[src/rtl/store_buffer.sv]
// Data-side store buffer: queues byte-lane encoded stores in a FIFO, drains them to
// data memory over req/ack, and stalls loads until the buffer is empty and the read returns.
module store_buffer #(
   parameter int DEPTH = 4
) (
   input  logic                   clk,
   input  logic                   reset,
   input  logic [31:0]            mem_addr,
   input  logic [31:0]            mem_write_data,
   input  logic                   mem_wr,
   input  logic                   mem_sb,
   input  logic                   mem_sh,
   input  logic                   mem_rd,
   output logic [31:0]            mem_read_data,
   output logic                   stall,
   output logic                   dm_req,
   output logic                   dm_we,
   output logic [31:0]            dm_addr,
   output logic [31:0]            dm_wdata,
   output logic [3:0]             dm_be,
   input  logic                   dm_ack,
   input  logic [31:0]            dm_rdata,
   output logic [$clog2(DEPTH):0] sb_count
);

   localparam int PW = $clog2(DEPTH);
   localparam logic [PW:0] FULL_CNT = DEPTH[PW:0];

   typedef enum logic [1:0] {IDLE, WRITE, READ, RDONE} state_t;

   state_t        state_q, state_d;
   logic [29:0]   fa_q [DEPTH];
   logic [31:0]   fd_q [DEPTH];
   logic [3:0]    fb_q [DEPTH];
   logic [PW-1:0] wp_q, wp_d, rp_q, rp_d;
   logic [PW:0]   cnt_q, cnt_d;
   logic          dm_req_q, dm_req_d, dm_we_q, dm_we_d;
   logic [31:0]   dm_addr_q, dm_addr_d, dm_wdata_q, dm_wdata_d;
   logic [3:0]    dm_be_q, dm_be_d;
   logic [31:0]   rdata_q, rdata_d;
   logic          full, push, pop;

   function automatic logic [3:0] enc_be(input logic [1:0] a, input logic sb, input logic sh);
      if (sb)
         return 4'b0001 << a;
      else if (sh)
         return a[1] ? 4'b1100 : 4'b0011;
      else
         return 4'b1111;
   endfunction

   function automatic logic [31:0] enc_data(input logic [31:0] d, input logic sb, input logic sh);
      if (sb)
         return {4{d[7:0]}};
      else if (sh)
         return {2{d[15:0]}};
      else
         return d;
   endfunction

   // Full is judged on the registered count, so a same-cycle pop never frees a slot.
   assign full  = (cnt_q == FULL_CNT);
   assign push  = mem_wr & ~full;
   assign stall = (mem_wr & full) | (mem_rd & ~mem_wr & (state_q != RDONE));

   always_comb begin
      wp_d  = push ? wp_q + 1'b1 : wp_q;
      rp_d  = pop  ? rp_q + 1'b1 : rp_q;
      cnt_d = cnt_q;
      if (push && !pop)
         cnt_d = cnt_q + 1'b1;
      else if (!push && pop)
         cnt_d = cnt_q - 1'b1;
   end

   always_ff @(posedge clk) begin
      if (push) begin
         fa_q[wp_q] <= mem_addr[31:2];
         fd_q[wp_q] <= enc_data(mem_write_data, mem_sb, mem_sh);
         fb_q[wp_q] <= enc_be(mem_addr[1:0], mem_sb, mem_sh);
      end
   end

   always_comb begin
      state_d    = state_q;
      dm_req_d   = dm_req_q;
      dm_we_d    = dm_we_q;
      dm_addr_d  = dm_addr_q;
      dm_wdata_d = dm_wdata_q;
      dm_be_d    = dm_be_q;
      rdata_d    = rdata_q;
      pop        = 1'b0;
      case (state_q)
         IDLE: begin
            // Draining wins over a pending load; a store alongside mem_rd suppresses the load.
            if (cnt_q != '0) begin
               state_d    = WRITE;
               dm_req_d   = 1'b1;
               dm_we_d    = 1'b1;
               dm_addr_d  = {fa_q[rp_q], 2'b00};
               dm_wdata_d = fd_q[rp_q];
               dm_be_d    = fb_q[rp_q];
            end else if (mem_rd && !mem_wr) begin
               state_d   = READ;
               dm_req_d  = 1'b1;
               dm_we_d   = 1'b0;
               dm_addr_d = {mem_addr[31:2], 2'b00};
               dm_be_d   = 4'b1111;
            end
         end
         WRITE: begin
            if (dm_ack && dm_req_q) begin
               pop      = 1'b1;
               dm_req_d = 1'b0;
               state_d  = IDLE;
            end
         end
         READ: begin
            if (dm_ack && dm_req_q) begin
               rdata_d  = dm_rdata;
               dm_req_d = 1'b0;
               state_d  = RDONE;
            end
         end
         default: state_d = IDLE;
      endcase
   end

   always_ff @(posedge clk) begin
      if (reset) begin
         state_q    <= IDLE;
         wp_q       <= '0;
         rp_q       <= '0;
         cnt_q      <= '0;
         dm_req_q   <= 1'b0;
         dm_we_q    <= 1'b0;
         dm_addr_q  <= '0;
         dm_wdata_q <= '0;
         dm_be_q    <= '0;
         rdata_q    <= '0;
      end else begin
         state_q    <= state_d;
         wp_q       <= wp_d;
         rp_q       <= rp_d;
         cnt_q      <= cnt_d;
         dm_req_q   <= dm_req_d;
         dm_we_q    <= dm_we_d;
         dm_addr_q  <= dm_addr_d;
         dm_wdata_q <= dm_wdata_d;
         dm_be_q    <= dm_be_d;
         rdata_q    <= rdata_d;
      end
   end

   assign mem_read_data = rdata_q;
   assign dm_req        = dm_req_q;
   assign dm_we         = dm_we_q;
   assign dm_addr       = dm_addr_q;
   assign dm_wdata      = dm_wdata_q;
   assign dm_be         = dm_be_q;
   assign sb_count      = cnt_q;

endmodule
[config.mk]
export PLATFORM = sky130hd
export DESIGN_NAME = store_buffer
export DESIGN_NICKNAME = d
export VERILOG_FILES = /design/src/rtl/store_buffer.sv
export SDC_FILE = /design/constraint.sdc
export NUM_CORES = 1
export LEC_CHECK = 0
export BUFFER_PORTS_ARGS = -buffer_cell sky130_fd_sc_hd__buf_2
export CAP_MARGIN = 30
export CORE_MARGIN = 4
export CORE_UTILIZATION = 60
export CTS_BUF_LIST = sky130_fd_sc_hd__clkbuf_16
export DETAILED_ROUTE_END_ITERATION = 8
export GPL_TIMING_DRIVEN = 0
export PLACE_DENSITY = 0.91
export SLEW_MARGIN = 15
export SYNTH_ARGS = -nofsm -noshare
export SYNTH_HDL_FRONTEND = slang
export SYNTH_SLANG_ARGS = --single-unit
export TNS_END_PERCENT = 10
[constraint.sdc]
create_clock -name clk -period 6.3 [get_ports clk]
set_clock_uncertainty 0.15 [all_clocks]
set_input_delay 0.945 -clock clk [delete_from_list [all_inputs] [get_ports clk]]
set_output_delay 0.945 -clock clk [all_outputs]
set_load 0.01 [all_outputs]
==> key figures <==
Die
  • Die H: 164 um
  • Ports: 209
  • Starting density of the core: 61.6%
  • Die width: 164 um
  • Core Box Area: 0.0238 mm^2
  • Die ar.: 0.0270 mm^2
  • Rows: 56

Timing
  • Setup TNS: 0 ns
  • Worst Max-Slew Pin Slew: 0.747 ns
  • RSZ-0062 raised after global routing: false
  • FMAX: 274 MHz
  • Final worst path period need: 3.65 ns
  • Tcrit/Tclk final: 57.9%
  • Relative slew slack: 50.2%
  • Final Hold Vio Count: 0
  • Setup WS post-layout: 2.65 ns
  • Final setup viols: 0
  • Final Max Slew Viols: 0

Yosys
  • Ys async rst share: 0%
  • Post-synth EDFFs: 264
  • Synthesis-stage register bit count: 375
  • Library cells used by synthesis: 46
  • Post-Synthesis Cells: 986
  • Area of the mapped netlist: 0.0146 mm^2
  • Sequential element share of the synthesized area: 69.4%
  • Predominant post-synthesis flop cell: edfxtp_1
  • Synth Area per Inst: 14.8 um^2
  • Synth Warn #: 0

Layout
  • Non-Filler Instances: 1584
  • Fill cell count: 1491
  • Share of layout cells above drive strength 1: 30.7%
  • Final instance area: 0.0174 mm^2
  • Final nets: 1346
  • Commonest cells after routing, fill and taps aside: 264 x edfxtp_1, 223 x buf_2, 158 x nand2_1, 111 x dfxtp_1, 71 x a21oi_1
  • Area Overhead vs Synth: 18.9%
  • Most common cell after layout, fill and taps aside: edfxtp_1

Placed design
  • DP Area: 0.0162 mm^2
  • DPL Wire Length: 24.0 mm
  • Pre-CTS setup slack: 3.37 ns
  • IO buf count: 203
  • Dpl cells: 1513
  • Gpl congestion: 0.856

GRT
  • Initial antenna violation count: 3
  • GRT Util Overall: 26.9%
  • Vias in the first global route: 9791
  • Global route overflow: 0
  • First-pass GRT wire length: 54.9 mm
  • Largest net degree at the start of global routing: 44

Drt
  • DR vias/cell: 6.03
  • DR WL/cell: 23.0 um
  • Antenna Nets Post-Route: 0
  • DR vias: 9558
  • Pre-Repair DR Iteration Count: 5
  • DRC: 0
  • DR iter-0 viols: 1079
  • Post-Route WL: 36.4 mm

Pwr
  • Power Total: 7.20 mW
  • Lkg Pwr: 6.32 nW
  • Max VDD drop: 0.261 mV
  • PwrDens: 414 mW/mm^2

Critical path
  • Worst Setup End Kind: output port
  • Required @ worst endpoint: 5.20 ns
  • FF-to-FF path depth: 10
  • R2R setup slack: 3.21 ns
  • Slowest CP cell: nor3b_1
  • Worst path depth: 6
  • Critical path launch point type: flip-flop
  • CP Class: reg -> out
  • CP Max Fanout: 10
  • Critical Path AT: 2.56 ns
  • Largest delay share family, worst path: buffers and inverters
  • Worst path cell trace: buf_6 -> clkbuf_1 -> nor3b_1 -> nor2_1 -> a21oi_1 -> buf_2
  • Worst path bufs/invs: 3
  • Largest stage delay on the critical path: 0.41 ns

Clock network
  • Clk buf depth: 3
  • CTS Buf Count: 37
  • Skew-Pair Late Insertion Delay: 0.52 ns
  • CTS resizes: 0
  • H-Tree Depth: 2
  • Clock Sinks: 375
  • Hold buffer count at cts: 0
  • Clock root cell: clkbuf_16
  • Worst-path clk slew: 0.06 ns
  • # Post-CTS Setup Buffers: 0
  • CTS tree: done

Status
  • Status: complete, no violations

Job
  • Maxcap violations: 0

Hold path
  • Hold Path Class: reg -> reg
  • Hold depth: 2
## stage by stage
stage	util [%]	hold WS [ns]
5_1_grt	73.2	0.314
4_1_cts	73.2	0.302
3_3_place_gp	67.6	0.289
3_5_place_dp	68.1	0.294
2_1_floorplan	-	0.325
6_report	73.2	0.301
## worst paths after layout
check / endpoint / startpoint
worst max-delay path: stall / sb_count[2]
worst min-delay path: mem_read_data[2] / mem_read_data[2]
worst max register to register: sb_count[2] / sb_count[0]
worst min register to register: mem_read_data[2] / mem_read_data[2]
## kinds of logic after synthesis
group	count (synthesis)	synth area share, %
AND/OR/NAND/NOR	234	7.22
other	1	0.0256
multiplexers	84	11.5
AO/OA/AOI/OAI	155	7.04
adder cells (fa/ha/maj)	10	0.906
flip-flops	375	69.4
XOR/XNOR	4	0.239
buffers and inverters	123	3.76
## cells in the mapped netlist, types with 2 or more instances
cell       count  area share (%)
ha_1           9            0.77
clkbuf_1      37            0.95
a221oi_1      20             1.2
nand4_1        2           0.085
a21oi_1       71             2.4
mux2_2         8            0.62
and3_1         5            0.21
a211oi_1      26             1.3
mux4_2        66              10
o21ai_0       19            0.65
buf_6          5            0.38
nor3_1        10            0.34
mux2i_1       10            0.68
nand3_1        4            0.14
nor2_1        24            0.62
xor2_1         4            0.24
a2111oi_0      4            0.24
nor4b_1       20             1.2
inv_1         48             1.2
nand2_1      158             4.1
buf_4          7            0.36
a2111oi_2      6            0.62
buf_1          5            0.13
dfxtp_1      111              15
or3_1          2           0.085
nand2b_1       3            0.13
buf_2         20            0.68
edfxtp_1     264              54
## state kept, by name, summed over array words and instances (netlist names), named ones only
register / cells
dm_addr: 30
dm_be: 4
dm_req: 1
dm_wdata: 32
dm_we: 1
fa_q: 120
fb_q: 16
fd_q: 128
mem_read_data: 32
rp_q: 2
sb_count: 3
state_q: 2
wp_q: 2
## layer usage
layer,GRT usage [%],wire length [um]
met1,34.6,13000
met2,45.3,18400
met3,5.95,3850
met4,9.80,1100
met5,0,13
## report_power, final
part,internal (mW),switching (mW)
sequential,3.03,0.185
clock,1.29,0.919
combinational,0.648,1.13
total,4.97,2.24
## cell type report
type	instances	area, um^2	share of cell area (%)
flip-flops and latches	375	10100	58.3
inverters	49	184	1.06
diodes	3	7.51	0.0432
multi-input cells	489	3960	22.8
repair buffers	207	1110	6.39
plain buffers	74	367	2.11
clock buffers	39	976	5.61
well taps	319	399	2.29
clock inverters	29	245	1.41
## worst reg2reg max path: stages, from the launching register on
cell and delay [ns]:
dfxtp_1 0.40, buf_2 0.30, buf_1 0.41, nor3b_1 0.17, nor2_1 0.24, ha_1 0.24, inv_1 0.07, fa_1 0.38
xor2_1 0.19, or3_1 0.32, a21oi_1 0.15
Note: power is estimated with default switching activity, not from simulation.
